===== src/rtl/gpio_bank_pkg.sv =====
// gpio_bank_pkg: shared constants for the GPIO bank.
//   - Register addresses REG_DIR..REG_OUT_CLR (3-bit bus address).
//   - REG_DATA_W: register bus data width.
//   - MAX_PINS: largest supported pin count (one bus word).
package gpio_bank_pkg;

  localparam int REG_DATA_W = 32;
  localparam int MAX_PINS   = REG_DATA_W;

  localparam logic [2:0] REG_DIR      = 3'd0;
  localparam logic [2:0] REG_OUT      = 3'd1;
  localparam logic [2:0] REG_IN       = 3'd2;
  localparam logic [2:0] REG_RISE_EN  = 3'd3;
  localparam logic [2:0] REG_FALL_EN  = 3'd4;
  localparam logic [2:0] REG_IRQ_STAT = 3'd5;
  localparam logic [2:0] REG_OUT_SET  = 3'd6;
  localparam logic [2:0] REG_OUT_CLR  = 3'd7;

endpackage


===== src/rtl/gpio_sync_edge.sv =====
// gpio_sync_edge: per-pin input synchroniser with edge detection.
//   clk, rst_n  : clock, asynchronous active-low reset
//   pin_async   : raw pin levels, asynchronous to clk
//   sync        : synchronised level (after SYNC_STAGES flops)
//   rise, fall  : single-cycle edge flags derived from sync vs. its previous sample
module gpio_sync_edge
  import gpio_bank_pkg::*;
#(
  parameter int NUM_PINS    = 8,
  parameter int SYNC_STAGES = 2
) (
  input  logic                clk,
  input  logic                rst_n,
  input  logic [NUM_PINS-1:0] pin_async,
  output logic [NUM_PINS-1:0] sync,
  output logic [NUM_PINS-1:0] rise,
  output logic [NUM_PINS-1:0] fall
);

  logic [NUM_PINS-1:0] stage_q [SYNC_STAGES];
  logic [NUM_PINS-1:0] prev_q;

  always_ff @(posedge clk or negedge rst_n) begin
    if (!rst_n) begin
      for (int i = 0; i < SYNC_STAGES; i++) stage_q[i] <= '0;
      prev_q <= '0;
    end else begin
      stage_q[0] <= pin_async;
      for (int i = 1; i < SYNC_STAGES; i++) stage_q[i] <= stage_q[i-1];
      prev_q <= stage_q[SYNC_STAGES-1];
    end
  end

  assign sync = stage_q[SYNC_STAGES-1];
  assign rise = sync & ~prev_q;
  assign fall = ~sync & prev_q;

endmodule


===== src/rtl/gpio_bank.sv =====
// gpio_bank: multi-pin GPIO controller with edge interrupts.
//   clk, rst_n           : clock, asynchronous active-low reset
//   reg_addr/wr/wdata    : register write port (reg_wr is a one-cycle strobe)
//   reg_rd               : read strobe; reg_rdata/reg_rvalid answer one cycle later
//   gpio_in              : pin levels from the IO cells (asynchronous)
//   gpio_out, gpio_oe    : output data and output enable to the IO cells (flop outputs)
//   irq                  : high while any IRQ_STAT bit is set
//
// Bus handshake: there is no back-pressure. Every reg_wr strobe is accepted on
// the edge it is sampled; every reg_rd strobe sampled on edge n produces
// reg_rvalid=1 for exactly the cycle after edge n, with reg_rdata held until
// the next read. Reads sample register state before any same-cycle write.
module gpio_bank
  import gpio_bank_pkg::*;
#(
  parameter int                  NUM_PINS    = 8,
  parameter int                  SYNC_STAGES = 2,
  parameter logic [NUM_PINS-1:0] DIR_RESET   = '0,
  parameter logic [NUM_PINS-1:0] OUT_RESET   = '0
) (
  input  logic                  clk,
  input  logic                  rst_n,
  input  logic [2:0]            reg_addr,
  input  logic                  reg_wr,
  input  logic [REG_DATA_W-1:0] reg_wdata,
  input  logic                  reg_rd,
  output logic [REG_DATA_W-1:0] reg_rdata,
  output logic                  reg_rvalid,
  input  logic [NUM_PINS-1:0]   gpio_in,
  output logic [NUM_PINS-1:0]   gpio_out,
  output logic [NUM_PINS-1:0]   gpio_oe,
  output logic                  irq
);

  logic [NUM_PINS-1:0]   dir_q, out_q, rise_en_q, fall_en_q, irq_stat_q;
  logic [NUM_PINS-1:0]   in_sync, in_rise, in_fall;
  logic [NUM_PINS-1:0]   wr_data, w1c_mask, set_mask;
  logic [REG_DATA_W-1:0] rd_mux;
  logic [REG_DATA_W-1:0] rdata_q;
  logic                  rvalid_q;

  assign wr_data = reg_wdata[NUM_PINS-1:0];

  // Write-data bits above the pin count have no register behind them.
  if (NUM_PINS < REG_DATA_W) begin : g_wdata_hi
    logic unused_wdata_hi;
    assign unused_wdata_hi = |reg_wdata[REG_DATA_W-1:NUM_PINS];
  end

  gpio_sync_edge #(
    .NUM_PINS   (NUM_PINS),
    .SYNC_STAGES(SYNC_STAGES)
  ) u_sync_edge (
    .clk      (clk),
    .rst_n    (rst_n),
    .pin_async(gpio_in),
    .sync     (in_sync),
    .rise     (in_rise),
    .fall     (in_fall)
  );

  // Control registers. OUT_SET/OUT_CLR are read-modify-write on out_q;
  // only one address is written per cycle so they never collide.
  always_ff @(posedge clk or negedge rst_n) begin
    if (!rst_n) begin
      dir_q     <= DIR_RESET;
      out_q     <= OUT_RESET;
      rise_en_q <= '0;
      fall_en_q <= '0;
    end else if (reg_wr) begin
      case (reg_addr)
        REG_DIR:     dir_q     <= wr_data;
        REG_OUT:     out_q     <= wr_data;
        REG_RISE_EN: rise_en_q <= wr_data;
        REG_FALL_EN: fall_en_q <= wr_data;
        REG_OUT_SET: out_q     <= out_q | wr_data;
        REG_OUT_CLR: out_q     <= out_q & ~wr_data;
        default: ;
      endcase
    end
  end

  // Sticky status: new edges are OR-ed in after the clear so a same-cycle
  // set beats write-1-to-clear.
  assign w1c_mask = (reg_wr && reg_addr == REG_IRQ_STAT) ? wr_data : '0;
  assign set_mask = (in_rise & rise_en_q) | (in_fall & fall_en_q);

  always_ff @(posedge clk or negedge rst_n) begin
    if (!rst_n) irq_stat_q <= '0;
    else        irq_stat_q <= (irq_stat_q & ~w1c_mask) | set_mask;
  end

  always_comb begin
    rd_mux = '0;
    case (reg_addr)
      REG_DIR:      rd_mux[NUM_PINS-1:0] = dir_q;
      REG_OUT:      rd_mux[NUM_PINS-1:0] = out_q;
      REG_IN:       rd_mux[NUM_PINS-1:0] = in_sync;
      REG_RISE_EN:  rd_mux[NUM_PINS-1:0] = rise_en_q;
      REG_FALL_EN:  rd_mux[NUM_PINS-1:0] = fall_en_q;
      REG_IRQ_STAT: rd_mux[NUM_PINS-1:0] = irq_stat_q;
      default:      rd_mux = '0; // OUT_SET / OUT_CLR are write-only
    endcase
  end

  always_ff @(posedge clk or negedge rst_n) begin
    if (!rst_n) begin
      rdata_q  <= '0;
      rvalid_q <= 1'b0;
    end else begin
      rvalid_q <= reg_rd;
      if (reg_rd) rdata_q <= rd_mux;
    end
  end

  assign reg_rdata  = rdata_q;
  assign reg_rvalid = rvalid_q;
  assign gpio_oe    = dir_q;
  assign gpio_out   = out_q;
  assign irq        = |irq_stat_q;

endmodule

===== config.mk =====
export PLATFORM = sky130hd
export DESIGN_NAME = gpio_bank
export DESIGN_NICKNAME = d
export VERILOG_FILES = /design/src/rtl/gpio_bank_pkg.sv /design/src/rtl/gpio_sync_edge.sv /design/src/rtl/gpio_bank.sv
export SDC_FILE = /design/constraint.sdc
export NUM_CORES = 1
export LEC_CHECK = 0
export BUFFER_PORTS_ARGS = -buffer_cell sky130_fd_sc_hd__buf_4
export CAP_MARGIN = 10
export CORE_UTILIZATION = 35
export CTS_BUF_LIST = sky130_fd_sc_hd__clkbuf_16
export CTS_CLUSTER_SIZE = 40
export DETAILED_ROUTE_END_ITERATION = 8
export PLACE_DENSITY = 0.56
export REMOVE_ABC_BUFFERS = 1
export SYNTH_ARGS = -nofsm -noshare
export SYNTH_HDL_FRONTEND = slang
export SYNTH_SLANG_ARGS = --single-unit
export TNS_END_PERCENT = 20

===== constraint.sdc =====
create_clock -name clk -period 1.3 [get_ports clk]
set_input_delay 0 -clock clk [delete_from_list [all_inputs] [get_ports clk]]
set_output_delay 0 -clock clk [all_outputs]
set_load 0.02 [all_outputs]

* After elaboration in Yosys (flattened, before gate mapping)
Cells that the tools add are included.
** Word-level totals
- Register bits after elaboration :: 73
- Latch bits :: 0
- Bits in writable memories :: 0
- ROM bits :: 0
- Bits of input ports :: 47
- Output and inout bits :: 50
- Word-level logic and storage cells :: 41
- Memories kept :: 0
** Cells by class
- Add/sub/neg operators :: 0
- Multipliers :: 0
- Div/mod/pow operators :: 0
- Magnitude comparators :: 0
- Equality and inequality tests :: 7
- Shifts and indexed selects :: 0
- Muxes and demuxes :: 3
- Bitwise logic cells :: 13
- Reductions and logical operators :: 8
** Operators by type and width (count)
- bitwise AND 8 bit :: 6
- one-hot mux 8 bit (6 select lines) :: 1
- inverter 8 bit :: 4
- OR 8 bit :: 3
- one-hot mux 8 bit (3 select lines) :: 1
- == test 3 bit, second input constant :: 4
- 2-to-1 mux 8 bit :: 1
- AND reduction 2 bit :: 4
- OR reduction 8 bit :: 1
- == test 3 x 2 -> 1 bit, second input constant :: 2
- == test 3 x 1 -> 1 bit, second input constant :: 1
- logical NOT 3 bit :: 1
- nonzero test 3 bit :: 1
- logical AND 1 bit :: 1

* Logic depth before layout (Yosys ltp)
Gate-level depths: netlist (run 1).
- Depth in word-level cells :: 6
- Mapped depth :: 5
- Gate-level depth less buffers :: 3

* Modules after synthesis
From an unflattened synthesis (run 1), not the netlist that was laid out.
** Second synthesis, totals
- Cells, all modules :: 295
- Area total of the unflattened synthesis :: 3453.3 sq um
** Modules (own cells, without submodules)
- gpio_bank :: instances 1, cells an instance 247, area each 2652.5 sq um, sequential area each 1226.2 sq um
- gpio_sync_edge :: instances 1, cells an instance 48, area each 800.8 sq um, sequential area each 600.6 sq um

* Least setup slack after synthesis (run 1)
No wires, ideal clock.
- Kind :: register to register
- From :: register out_q[3] (netlist: gpio_out[3])
- To :: register rdata_q[3] (netlist: reg_rdata[3])
- Setup time :: 0.120 ns
- Data arrival time :: 1.400 ns
- Required time :: 1.180 ns
- Path slack :: -0.220 ns
- Cell stages (with the launch flop) :: 4
- Path buffers :: 0
- Period minus slack after synthesis :: 1.520 ns
- Path through :: dfrtp_1 mux2_1 mux4_2 a31o_1
** On the way
- Longest elaborated chain between the ends :: 1
** Ends and longest elaborated chain
- from (decl) :: RTL line gpio_bank.sv:35 : logic [NUM_PINS-1:0] dir_q, out_q, rise_en_q, fall_en_q, irq_stat_q;
- from (signal assigned) :: RTL line gpio_bank.sv:73 : REG_OUT: out_q <= wr_data;
- from (signal assigned) :: RTL line gpio_bank.sv:76 : REG_OUT_SET: out_q <= out_q | wr_data;
- from (signal assigned) :: RTL line gpio_bank.sv:77 : REG_OUT_CLR: out_q <= out_q & ~wr_data;
- one-hot mux 8 bit (6 select lines) :: RTL line gpio_bank.sv:95 : case (reg_addr)
- to (signal assigned) :: RTL line gpio_bank.sv:112 : if (reg_rd) rdata_q <= rd_mux;
- to (decl) :: RTL line gpio_bank.sv:39 : logic [REG_DATA_W-1:0] rdata_q;
Every way passes these cells.
A chain may end at the register's enable or synchronous reset.

* Worst setup path in the final report (run 1)
Same ends and word-level chain as after synthesis.

==> impl_table.tex, run 1 <==
\begin{tabular}{lr}
\hline
Metric & Value \\
\hline
\multicolumn{2}{l}{\textbf{Run status}} \\
Run status & finished with violations \\
Violations in the final reports & negative setup slack \\
\multicolumn{2}{l}{\textbf{Yosys}} \\
Synth warnings & 0 \\
Synth Cell Area & 0.00346 mm2 \\
Synth Register Bits & 73 \\
Number of synthesized flops with an enable pin & 0 \\
Flip-flop cell with the highest count after synthesis & dfrtp\_1 \\
Yosys cell types & 45 \\
Synthesized area per cell & 11.3 um2 \\
Cell count after synthesis & 305 \\
Sequential element share of the synthesized area & 52.8\% \\
Async set-or-reset flop fraction in the synthesized netlist & 100\% \\
\multicolumn{2}{l}{\textbf{Floorplanning}} \\
Initial Utilization & 36.7\% \\
Count of pins on the block boundary & 97 \\
Site row count & 35 \\
Width of the die & 101 um \\
Die Footprint & 0.0103 mm2 \\
Total core area & 0.00942 mm2 \\
Overall die height & 101 um \\
\multicolumn{2}{l}{\textbf{Clocking}} \\
Clock latency reported for the late side of the worst-skew pair & 320 ps \\
CTS clock-pin slew for the worst setup and hold paths & 60 ps \\
Clock Sink Count & 73 \\
Post-CTS setup-driven buffer insertion count & 0 \\
TritonCTS clock tree & built \\
Clock Path Buffers & 2 \\
TritonCTS buffer count & 9 \\
Clk root buf & clkbuf\_16 \\
CTS H-tree depth & 3 \\
\multicolumn{2}{l}{\textbf{STA}} \\
Number of max-slew violations in the final report & 0 \\
Unrepaired setup endpoints after global routing & true \\
Final setup violation count & 2 \\
Hold violation total from the final report & 0 \\
Worst setup margin & -89.4 ps \\
Slew at the pin with the worst max-slew slack & 769 ps \\
Clock Skews & 2.18 ps \\
Setup TNS & -127 ps \\
Tmin final & 1390 ps \\
Final clock period utilization by the worst path & 107\% \\
Max-slew headroom at the worst pin & 48.5\% \\
Maximum clock frequency & 720 MHz \\
Post-route worst hold slack & 106 ps \\
\multicolumn{2}{l}{\textbf{Cells and area}} \\
Area growth from synthesis to final layout & 32.3\% \\
Number of filler instances in the final layout & 874 \\
Post-route cell area & 0.00458 mm2 \\
Nets & 444 \\
Fraction of layout cells with a size suffix above 1 & 30.1\% \\
Count of antenna diodes in the layout & 0 \\
Final core occ & 48.6\% \\
\multicolumn{2}{l}{\textbf{Power}} \\
LEAKAGE & 2.04 nW \\
Max VDD drop & 925 uV \\
Power per Cell Area & 1440 mW/mm2 \\
\multicolumn{2}{l}{\textbf{Placement}} \\
RD Place Congestion & 0.823 \\
Post-placement setup slack & -137 ps \\
Post-detailed-placement half-perimeter wirelength & 5910 um \\
Port bufs & 48 \\
Post-Place Cell Area & 0.00409 mm2 \\
\multicolumn{2}{l}{\textbf{Setup path}} \\
Type of the setup path with the least slack & reg2reg \\
Ordered cell list for the critical path & mux2\_4, mux4\_2, a31o\_1 \\
Worst reg-to-reg path cell count & 3 \\
Arr. time, crit path & 1600 ps \\
Nature of the critical path startpoint & register \\
Crit path max-delay cell type & mux4\_2 \\
Worst path required time & 1520 ps \\
Peak fanout along the critical path & 2 \\
Critical Path Sink Type & register \\
Slowest stage delay, CP & 470 ps \\
\multicolumn{2}{l}{\textbf{Drt}} \\
Detailed-route wire length per cell & 16.0 um \\
Aggregate routed wire length & 8500 um \\
Via density per instance & 5.02 \\
Remaining DRCs & 0 \\
Count of vias placed by the detailed router & 2668 \\
Initial detailed-routing violation count & 106 \\
Post-route ant nets & 0 \\
Detailed Routing Iterations Pass 1 & 4 \\
\multicolumn{2}{l}{\textbf{Global route}} \\
Total congestion overflow & 0 \\
Largest net degree at the start of global routing & 31 \\
Wire length of the first global-routing pass & 14000 um \\
Overall global routing resource usage & 18.3\% \\
Number of global-route vias before repair & 2634 \\
Number of antenna violations at the first check in global routing & 0 \\
\multicolumn{2}{l}{\textbf{Hold path}} \\
Hold-critical path depth & 3 \\
Kind of path behind the tightest hold check & in2reg \\
\multicolumn{2}{l}{\textbf{Flow run}} \\
Reported max-cap violation count & 0 \\
\hline
\end{tabular}
-- power breakdown --
group | internal (W) | switching [W]
registers | 0.00259 | 0.000250
clock network | 0.00145 | 0.000901
logic | 0.000689 | 0.000698
total | 0.00473 | 0.00185
-- per-stage QoR --
stage	total power, W	std cells
2_1_floorplan	0.00354	287
3_3_place_gp	0.00419	497
3_5_place_dp	0.00422	497
4_1_cts	0.00665	531
5_1_grt	0.00690	531
6_report	0.00658	531
-- synth_stat cells, types with 2 or more instances --
cell	instances	area (um2)
mux2_2	19	214
o21ai_0	20	100
nor2b_1	2	12.5
o22ai_1	2	12.5
nor4bb_1	2	20.0
nor4_1	2	12.5
nand2_1	21	78.8
a211oi_1	4	30.0
buf_2	6	30.0
clkbuf_1	4	15.0
mux2i_1	11	110
inv_1	13	48.8
nand2b_1	4	25.0
a221o_1	8	80.1
nor2_1	12	45.0
nand4b_1	2	17.5
o211ai_1	17	128
a21oi_1	2	10.0
dfrtp_1	73	1830
and2_1	8	50.1
nand3b_1	9	67.6
a41oi_1	8	70.1
o22a_1	2	17.5
buf_4	30	225
nand4_1	2	12.5
mux4_2	2	45.0
nand3_1	2	10.0
-- worst paths after layout --
check	start	end	slack, ps
min reg2reg	u_sync_edge.stage_q[13]$_DFF_PN0_	u_sync_edge.sync[5]$_DFF_PN0_	350
min in group asynchronous	rst_n	gpio_oe[3]$_DFFE_PN0P_	160
min	reg_wr	gpio_out[4]$_DFFE_PN0P_	110
max	gpio_out[3]$_DFFE_PN0P_	reg_rdata[3]$_DFFE_PN0P_	-90
max reg2reg	gpio_out[3]$_DFFE_PN0P_	reg_rdata[3]$_DFFE_PN0P_	-90
max in group asynchronous	rst_n	u_sync_edge.stage_q[10]$_DFF_PN0_	650
-- worst max-delay path, delay by kind of cell (launching register included) --
kind,cells,cell delay [ps]
compound gates,1,180
mux,2,730
flops,1,370
-- cell type report --
type                    count  area (um2)  area share [%]
flip-flops and latches     73        1830            39.9
clock buffers               9         225            4.92
well taps                 129         161            3.53
inverters                  13        48.8            1.07
clock inverters             7        55.1            1.20
repair buffers             99         842            18.4
multi-input cells         201        1420            31.0
-- sequential cells by signal, indices dropped and copies added (netlist names) --
| name | cells |
|---|---|
| u_sync_edge.sync | 8 |
| rise_en_q | 8 |
| u_sync_edge.stage_q | 8 |
| reg_rvalid | 1 |
| gpio_oe | 8 |
| irq_stat_q | 8 |
| fall_en_q | 8 |
| reg_rdata | 8 |
| gpio_out | 8 |
| u_sync_edge.prev_q | 8 |
-- layer usage --
metal  global-route usage [%]  part of all wire, %  vias to the layer above
met5                        0                    0                        -
met4                     7.02                  1.8                        0
met3                     4.07                  4.4                       13
met2                     27.4                   44                       92
met1                     25.7                   49                     1310
li1                         -                    -                     1253
-- cell usage in the layout (no fill, tap or decap), types with 2 or more instances in the layout --
cell type       n
buf_4          76
dfrtp_1        73
conb_1         24
nand2_1        21
o21ai_0        20
mux2_2         19
dlygate4sd3_1  18
o211ai_1       17
inv_1          16
nor2_1         12
mux2i_1        11
nand3b_1        9
clkbuf_16       9
and2_1          8
a41oi_1         8
a221o_1         8
nand2b_1        4
buf_12          4
a211oi_1        3
nand4b_1        2
mux4_2          2
nand3_1         2
nor4bb_1        2
nand4_1         2
nor2b_1         2
o22ai_1         2
o22a_1          2
a21oi_1         2
clkinv_2        2
-- kinds of logic after synthesis --
group | synth area share, %
AO/OA/AOI/OAI | 15.7
flip-flops | 52.8
AND/OR/NAND/NOR | 11.1
buffers and inverters | 9.33
multiplexers | 11.0
other | 0.108
-- timing repair --
item,CTS,global route
pin swaps,2,1
gates resized for setup,3,2
endpoints found under the hold margin,102,0
hold buffers,18,0
endpoints found under the setup margin,2,4
Power figures use the tool's default switching activity.
==> run 2: changes to the inputs <==
--- a/config.mk
+++ b/config.mk
@@ -7,6 +7,7 @@
 export LEC_CHECK = 0
 export BUFFER_PORTS_ARGS = -buffer_cell sky130_fd_sc_hd__buf_4
 export CAP_MARGIN = 10
+export CORE_MARGIN = 4
 export CORE_UTILIZATION = 35
 export CTS_BUF_LIST = sky130_fd_sc_hd__clkbuf_16
 export CTS_CLUSTER_SIZE = 40
==> impl_table.tex, run 2 (synthesized netlist as in run 1, its figures left out) <==
\begin{tabular}{lr}
\hline
Metric & Value \\
\hline
\multicolumn{2}{l}{\textbf{Run status}} \\
Run status & finished with violations \\
Violations in the final reports & negative setup slack \\
\multicolumn{2}{l}{\textbf{Global route}} \\
Number of global-route vias before repair & 2709 \\
Largest net degree at the start of global routing & 36 \\
Number of antenna violations at the first check in global routing & 0 \\
Wire length of the first global-routing pass & 14500 um \\
Total congestion overflow & 0 \\
Overall global routing resource usage & 16.3\% \\
\multicolumn{2}{l}{\textbf{STA}} \\
Tmin final & 1450 ps \\
Final setup violation count & 2 \\
Maximum clock frequency & 689 MHz \\
Max-slew headroom at the worst pin & 48.4\% \\
Unrepaired setup endpoints after global routing & true \\
Final clock period utilization by the worst path & 112\% \\
Hold violation total from the final report & 0 \\
Clock Skews & 6.33 ps \\
Slew at the pin with the worst max-slew slack & 771 ps \\
Number of max-slew violations in the final report & 0 \\
Worst setup margin & -152 ps \\
Setup TNS & -192 ps \\
\multicolumn{2}{l}{\textbf{Clocking}} \\
Clock latency reported for the late side of the worst-skew pair & 330 ps \\
CTS H-tree depth & 3 \\
Clk root buf & clkbuf\_16 \\
TritonCTS buffer count & 9 \\
CTS clock-pin slew for the worst setup and hold paths & 50 ps \\
Clock Path Buffers & 2 \\
TritonCTS clock tree & built \\
Clock Sink Count & 73 \\
\multicolumn{2}{l}{\textbf{Power}} \\
Relative contribution of the clock network to total power & 37.8\% \\
Internal portion of total power & 0.00493 W \\
Net switching power & 0.00188 W \\
Sw Share & 27.6\% \\
LEAKAGE & 2.04 nW \\
Proportion of power drawn by flip-flops and latches & 41.8\% \\
Power per Cell Area & 1480 mW/mm2 \\
Share of total power in combinational logic & 20.4\% \\
Max VDD drop & 840 uV \\
\multicolumn{2}{l}{\textbf{Setup path}} \\
Nature of the critical path startpoint & register \\
Peak fanout along the critical path & 2 \\
Critical Path Sink Type & register \\
Register-to-register setup slack & -150 ps \\
Origin of the critical flop-to-flop path & gpio\_out[3]\$\_DFFE\_PN0P\_ \\
Arr. time, crit path & 1670 ps \\
Worst reg-to-reg path cell count & 3 \\
CP startpoint & gpio\_out[3]\$\_DFFE\_PN0P\_ \\
Worst reg2reg endpoint & reg\_rdata[3]\$\_DFFE\_PN0P\_ \\
Type of the setup path with the least slack & reg2reg \\
Worst path required time & 1520 ps \\
\multicolumn{2}{l}{\textbf{Hold path}} \\
Kind of path behind the tightest hold check & in2reg \\
Hold-critical path depth & 3 \\
HP Start & reg\_addr[0] \\
Hold Path End & gpio\_out[2]\$\_DFFE\_PN0P\_ \\
\multicolumn{2}{l}{\textbf{Floorplanning}} \\
Overall die height & 107 um \\
Count of pins on the block boundary & 97 \\
Initial Utilization & 35.7\% \\
Site row count & 36 \\
Width of the die & 107 um \\
Die Footprint & 0.0115 mm2 \\
Total core area & 0.00968 mm2 \\
\multicolumn{2}{l}{\textbf{Drt}} \\
Aggregate routed wire length & 8720 um \\
Initial detailed-routing violation count & 155 \\
Post-route ant nets & 0 \\
Count of vias placed by the detailed router & 2674 \\
Detailed Routing Iterations Pass 1 & 4 \\
Via density per instance & 5.00 \\
Detailed-route wire length per cell & 16.3 um \\
Remaining DRCs & 0 \\
\multicolumn{2}{l}{\textbf{Placement}} \\
Post-detailed-placement half-perimeter wirelength & 6170 um \\
Post-placement setup slack & -160 ps \\
Port bufs & 48 \\
RD Place Congestion & 0.811 \\
\multicolumn{2}{l}{\textbf{Cells and area}} \\
Area growth from synthesis to final layout & 32.9\% \\
Fraction of layout cells with a size suffix above 1 & 30.6\% \\
Nets & 444 \\
Commonest cells after routing, fill and taps aside & 78 x buf\_4, 73 x dfrtp\_1, 24 x conb\_1 \\
Leading cell type in the layout, fill and taps excluded & buf\_4 \\
Count of antenna diodes in the layout & 0 \\
Number of filler instances in the final layout & 919 \\
\multicolumn{2}{l}{\textbf{Flow run}} \\
Reported max-cap violation count & 0 \\
\hline
\end{tabular}
-- run 2: cell count changes in the layout (fill, tap and decap cells not counted), sizes merged --
cell	change
bufinv	+1
clkinv	+1
clkinvlp	+1
inv	-3
-- run 2: worst max-delay path by stage --
| stage | end | slack (ps) | depth (start not counted) |
|---|---|---|---|
| after floorplan | reg_rdata[3]$_DFFE_PN0P_ | -220 | 3 |
| after global placement | reg_rdata[3]$_DFFE_PN0P_ | -120 | 3 |
| after detailed placement | reg_rdata[3]$_DFFE_PN0P_ | -160 | 3 |
| after CTS | reg_rdata[3]$_DFFE_PN0P_ | -150 | 3 |
| after global routing | reg_rdata[3]$_DFFE_PN0P_ | -200 | 3 |
| final | reg_rdata[3]$_DFFE_PN0P_ | -150 | 3 |
-- run 2: power groups by stage --
stage | clock [W] | combinational [W] | sequential [W]
after floorplan | 0 | 0.000560 | 0.00298
after global placement | 0 | 0.00132 | 0.00287
after detailed placement | 0 | 0.00135 | 0.00288
after CTS | 0.00264 | 0.00140 | 0.00285
after global routing | 0.00275 | 0.00153 | 0.00290
final | 0.00257 | 0.00139 | 0.00285
-- run 2: final cells by class --
| class | instances | area [um2] | share of cell area, % |
|---|---|---|---|
| timing repair buffer | 99 | 826 | 18.0 |
| clock inverter | 7 | 85.1 | 1.85 |
| multi-input combinational | 201 | 1420 | 30.8 |
| inverter | 13 | 48.8 | 1.06 |
| sequential | 73 | 1830 | 39.7 |
| clock buffer | 9 | 225 | 4.90 |
| tap | 133 | 166 | 3.62 |
-- run 2: stage by stage --
stage                     area, um2  cells  power [W]  hold WS [ps]  utilization (%)
after floorplan                3270    287    0.00354          -296                -
after global placement         4080    501    0.00419         -66.8             42.2
after detailed placement       4080    501    0.00422         -66.6             42.2
final                          4600    535    0.00681          66.9             47.5
after global routing           4600    535    0.00717           103             47.5
after CTS                      4590    535    0.00689          57.6             47.4
-- run 2: repair_timing --
action / in CTS / in global routing
hold buffers: 18 / 0
endpoints found under the setup margin: 2 / 3
endpoints found under the hold margin: 114 / 0
resized for setup: 3 / 1
pin swaps: 2 / 2
buffers inserted: 0 / 0
-- run 2: critical path, stage by stage, from the launching register on --
cell	delay, ps
dfrtp_1	380
mux2_4	270
mux4_2	470
a31o_1	220
-- run 2: routing by layer --
| layer | vias up | share of wire [%] | track usage, % |
|---|---|---|---|
| li1 | 1254 | - | - |
| met1 | 1321 | 45 | 21.9 |
| met2 | 93 | 47 | 25.6 |
| met3 | 6 | 7.2 | 4.68 |
| met4 | 0 | 0.70 | 4.87 |
| met5 | - | 0 | 0 |
==> run 3: changes to the inputs <==
--- a/config.mk
+++ b/config.mk
@@ -12,6 +12,7 @@
 export CTS_BUF_LIST = sky130_fd_sc_hd__clkbuf_16
 export CTS_CLUSTER_SIZE = 40
 export DETAILED_ROUTE_END_ITERATION = 8
+export HOLD_SLACK_MARGIN = 0.12
 export PLACE_DENSITY = 0.56
 export REMOVE_ABC_BUFFERS = 1
 export SYNTH_ARGS = -nofsm -noshare
==> impl_table.tex, run 3 (synthesized netlist as in run 1, its figures left out) <==
\begin{tabular}{lr}
\hline
Metric & Value \\
\hline
\multicolumn{2}{l}{\textbf{Run status}} \\
Run status & finished with violations \\
Violations in the final reports & negative setup slack \\
\multicolumn{2}{l}{\textbf{Cells and area}} \\
Commonest cells after routing, fill and taps aside & 78 x buf\_4, 73 x dfrtp\_1, 24 x conb\_1 \\
Final cell count without fillers & 538 \\
Fraction of layout cells with a size suffix above 1 & 30.4\% \\
Final core occ & 47.8\% \\
Number of filler instances in the final layout & 918 \\
Area of the multi-input gates & 0.00142 mm2 \\
Nets & 447 \\
Leading cell type in the layout, fill and taps excluded & buf\_4 \\
Sequential Area & 0.00183 mm2 \\
Area growth from synthesis to final layout & 33.8\% \\
Count of antenna diodes in the layout & 0 \\
Post-route cell area & 0.00463 mm2 \\
\multicolumn{2}{l}{\textbf{Setup path}} \\
Critical Path Sink Type & register \\
Arr. time, crit path & 1670 ps \\
Stages on the worst setup path & 3 \\
Crit path max-delay cell type & mux4\_2 \\
Worst reg-to-reg path cell count & 3 \\
Peak fanout along the critical path & 2 \\
Ordered cell list for the critical path & mux2\_4, mux4\_2, a31o\_1 \\
CP top delay family & multiplexers \\
Number of buffers and inverters on the critical path & 0 \\
Type of the setup path with the least slack & reg2reg \\
Worst path required time & 1520 ps \\
Nature of the critical path startpoint & register \\
Slowest stage delay, CP & 470 ps \\
\multicolumn{2}{l}{\textbf{Flow run}} \\
Reported max-cap violation count & 0 \\
\multicolumn{2}{l}{\textbf{Clocking}} \\
Clk root buf & clkbuf\_16 \\
Clock latency reported for the late side of the worst-skew pair & 330 ps \\
Clock Sink Count & 73 \\
CTS clock-pin slew for the worst setup and hold paths & 50 ps \\
Post-CTS setup-driven buffer insertion count & 0 \\
TritonCTS buffer count & 9 \\
CTS H-tree depth & 3 \\
Clock Path Buffers & 2 \\
TritonCTS clock tree & built \\
\multicolumn{2}{l}{\textbf{Power}} \\
Max VDD drop & 839 uV \\
Power per Cell Area & 1470 mW/mm2 \\
LEAKAGE & 2.05 nW \\
\multicolumn{2}{l}{\textbf{Floorplanning}} \\
Overall die height & 107 um \\
Total core area & 0.00968 mm2 \\
Die Footprint & 0.0115 mm2 \\
Site row count & 36 \\
Count of pins on the block boundary & 97 \\
Width of the die & 107 um \\
Initial Utilization & 35.7\% \\
\multicolumn{2}{l}{\textbf{Drt}} \\
Via density per instance & 4.97 \\
Aggregate routed wire length & 8740 um \\
Detailed-route wire length per cell & 16.2 um \\
Detailed Routing Iterations Pass 1 & 4 \\
Initial detailed-routing violation count & 169 \\
Remaining DRCs & 0 \\
Post-route ant nets & 0 \\
Count of vias placed by the detailed router & 2676 \\
\multicolumn{2}{l}{\textbf{STA}} \\
Slew at the pin with the worst max-slew slack & 768 ps \\
Worst setup margin & -150 ps \\
Clock Skews & 5.61 ps \\
Tmin final & 1450 ps \\
Number of max-slew violations in the final report & 0 \\
Max-slew headroom at the worst pin & 48.6\% \\
Hold violation total from the final report & 0 \\
Final setup violation count & 2 \\
Maximum clock frequency & 690 MHz \\
Unrepaired setup endpoints after global routing & true \\
Final clock period utilization by the worst path & 112\% \\
\multicolumn{2}{l}{\textbf{Global route}} \\
Wire length of the first global-routing pass & 14600 um \\
Number of global-route vias before repair & 2730 \\
Number of antenna violations at the first check in global routing & 0 \\
Overall global routing resource usage & 16.4\% \\
Total congestion overflow & 0 \\
Largest net degree at the start of global routing & 36 \\
\multicolumn{2}{l}{\textbf{Placement}} \\
Post-Place Cell Area & 0.00408 mm2 \\
Post-placement setup slack & -160 ps \\
Instance count after placement with tap cells included & 501 \\
RD Place Congestion & 0.811 \\
Post-detailed-placement half-perimeter wirelength & 6170 um \\
Port bufs & 48 \\
\multicolumn{2}{l}{\textbf{Hold path}} \\
Kind of path behind the tightest hold check & in2async \\
\hline
\end{tabular}
-- run 3: area by class of cell --
type / count / share of cell area, %
tap: 133 / 3.60
timing repair buffer: 102 / 18.5
multi-input combinational: 201 / 30.6
sequential: 73 / 39.5
inverter: 13 / 1.05
clock buffer: 9 / 4.87
clock inverter: 7 / 1.84
-- run 3: path summary, 6_finish.rpt --
kind | slack, ps | endpoint | start
worst max-delay path | -150 | reg_rdata[3]$_DFFE_PN0P_ | gpio_out[3]$_DFFE_PN0P_
worst min-delay path | 120 | fall_en_q[2]$_DFFE_PN0P_ | rst_n
worst max register to register | -150 | reg_rdata[3]$_DFFE_PN0P_ | gpio_out[3]$_DFFE_PN0P_
worst min register to register | 350 | u_sync_edge.sync[1]$_DFF_PN0_ | u_sync_edge.stage_q[9]$_DFF_PN0_
max in group asynchronous | 660 | gpio_out[6]$_DFFE_PN0P_ | rst_n
min in group clk | 170 | gpio_out[5]$_DFFE_PN0P_ | reg_wr
-- run 3: metal layers --
metal	vias up	part of all wire [%]	GRT usage [%]
li1	1262	-	-
met1	1323	45	21.8
met2	83	47	26.0
met3	8	6.8	4.86
met4	0	0.77	4.96
met5	-	0	0
-- run 3: per-stage QoR --
stage	total power (W)	hold WS, ps	setup TNS, ps
after floorplan	0.00354	-296	-220
after global placement	0.00419	-66.8	-143
after detailed placement	0.00422	-66.6	-174
after CTS	0.00690	125	-231
after global routing	0.00718	139	-311
final	0.00681	121	-185
-- run 3: report_power, final --
group | switching [W] | internal, W
clock network | 0.000911 | 0.00166
registers | 0.000256 | 0.00259
logic | 0.000709 | 0.000690
total | 0.00188 | 0.00494
-- run 3: repair_timing --
| item | 4_1_cts | 5_1_grt |
|---|---|---|
| setup endpoints to repair | 2 | 3 |
| hold buffers | 21 | 0 |
| endpoints found under the hold margin | 128 | 0 |
| resized for setup | 3 | 1 |
| pin swaps | 2 | 2 |
-- run 3: worst register-to-register path: stages, from the launching register on --
cell,delay (ps)
dfrtp_1,380
mux2_4,270
mux4_2,470
a31o_1,220
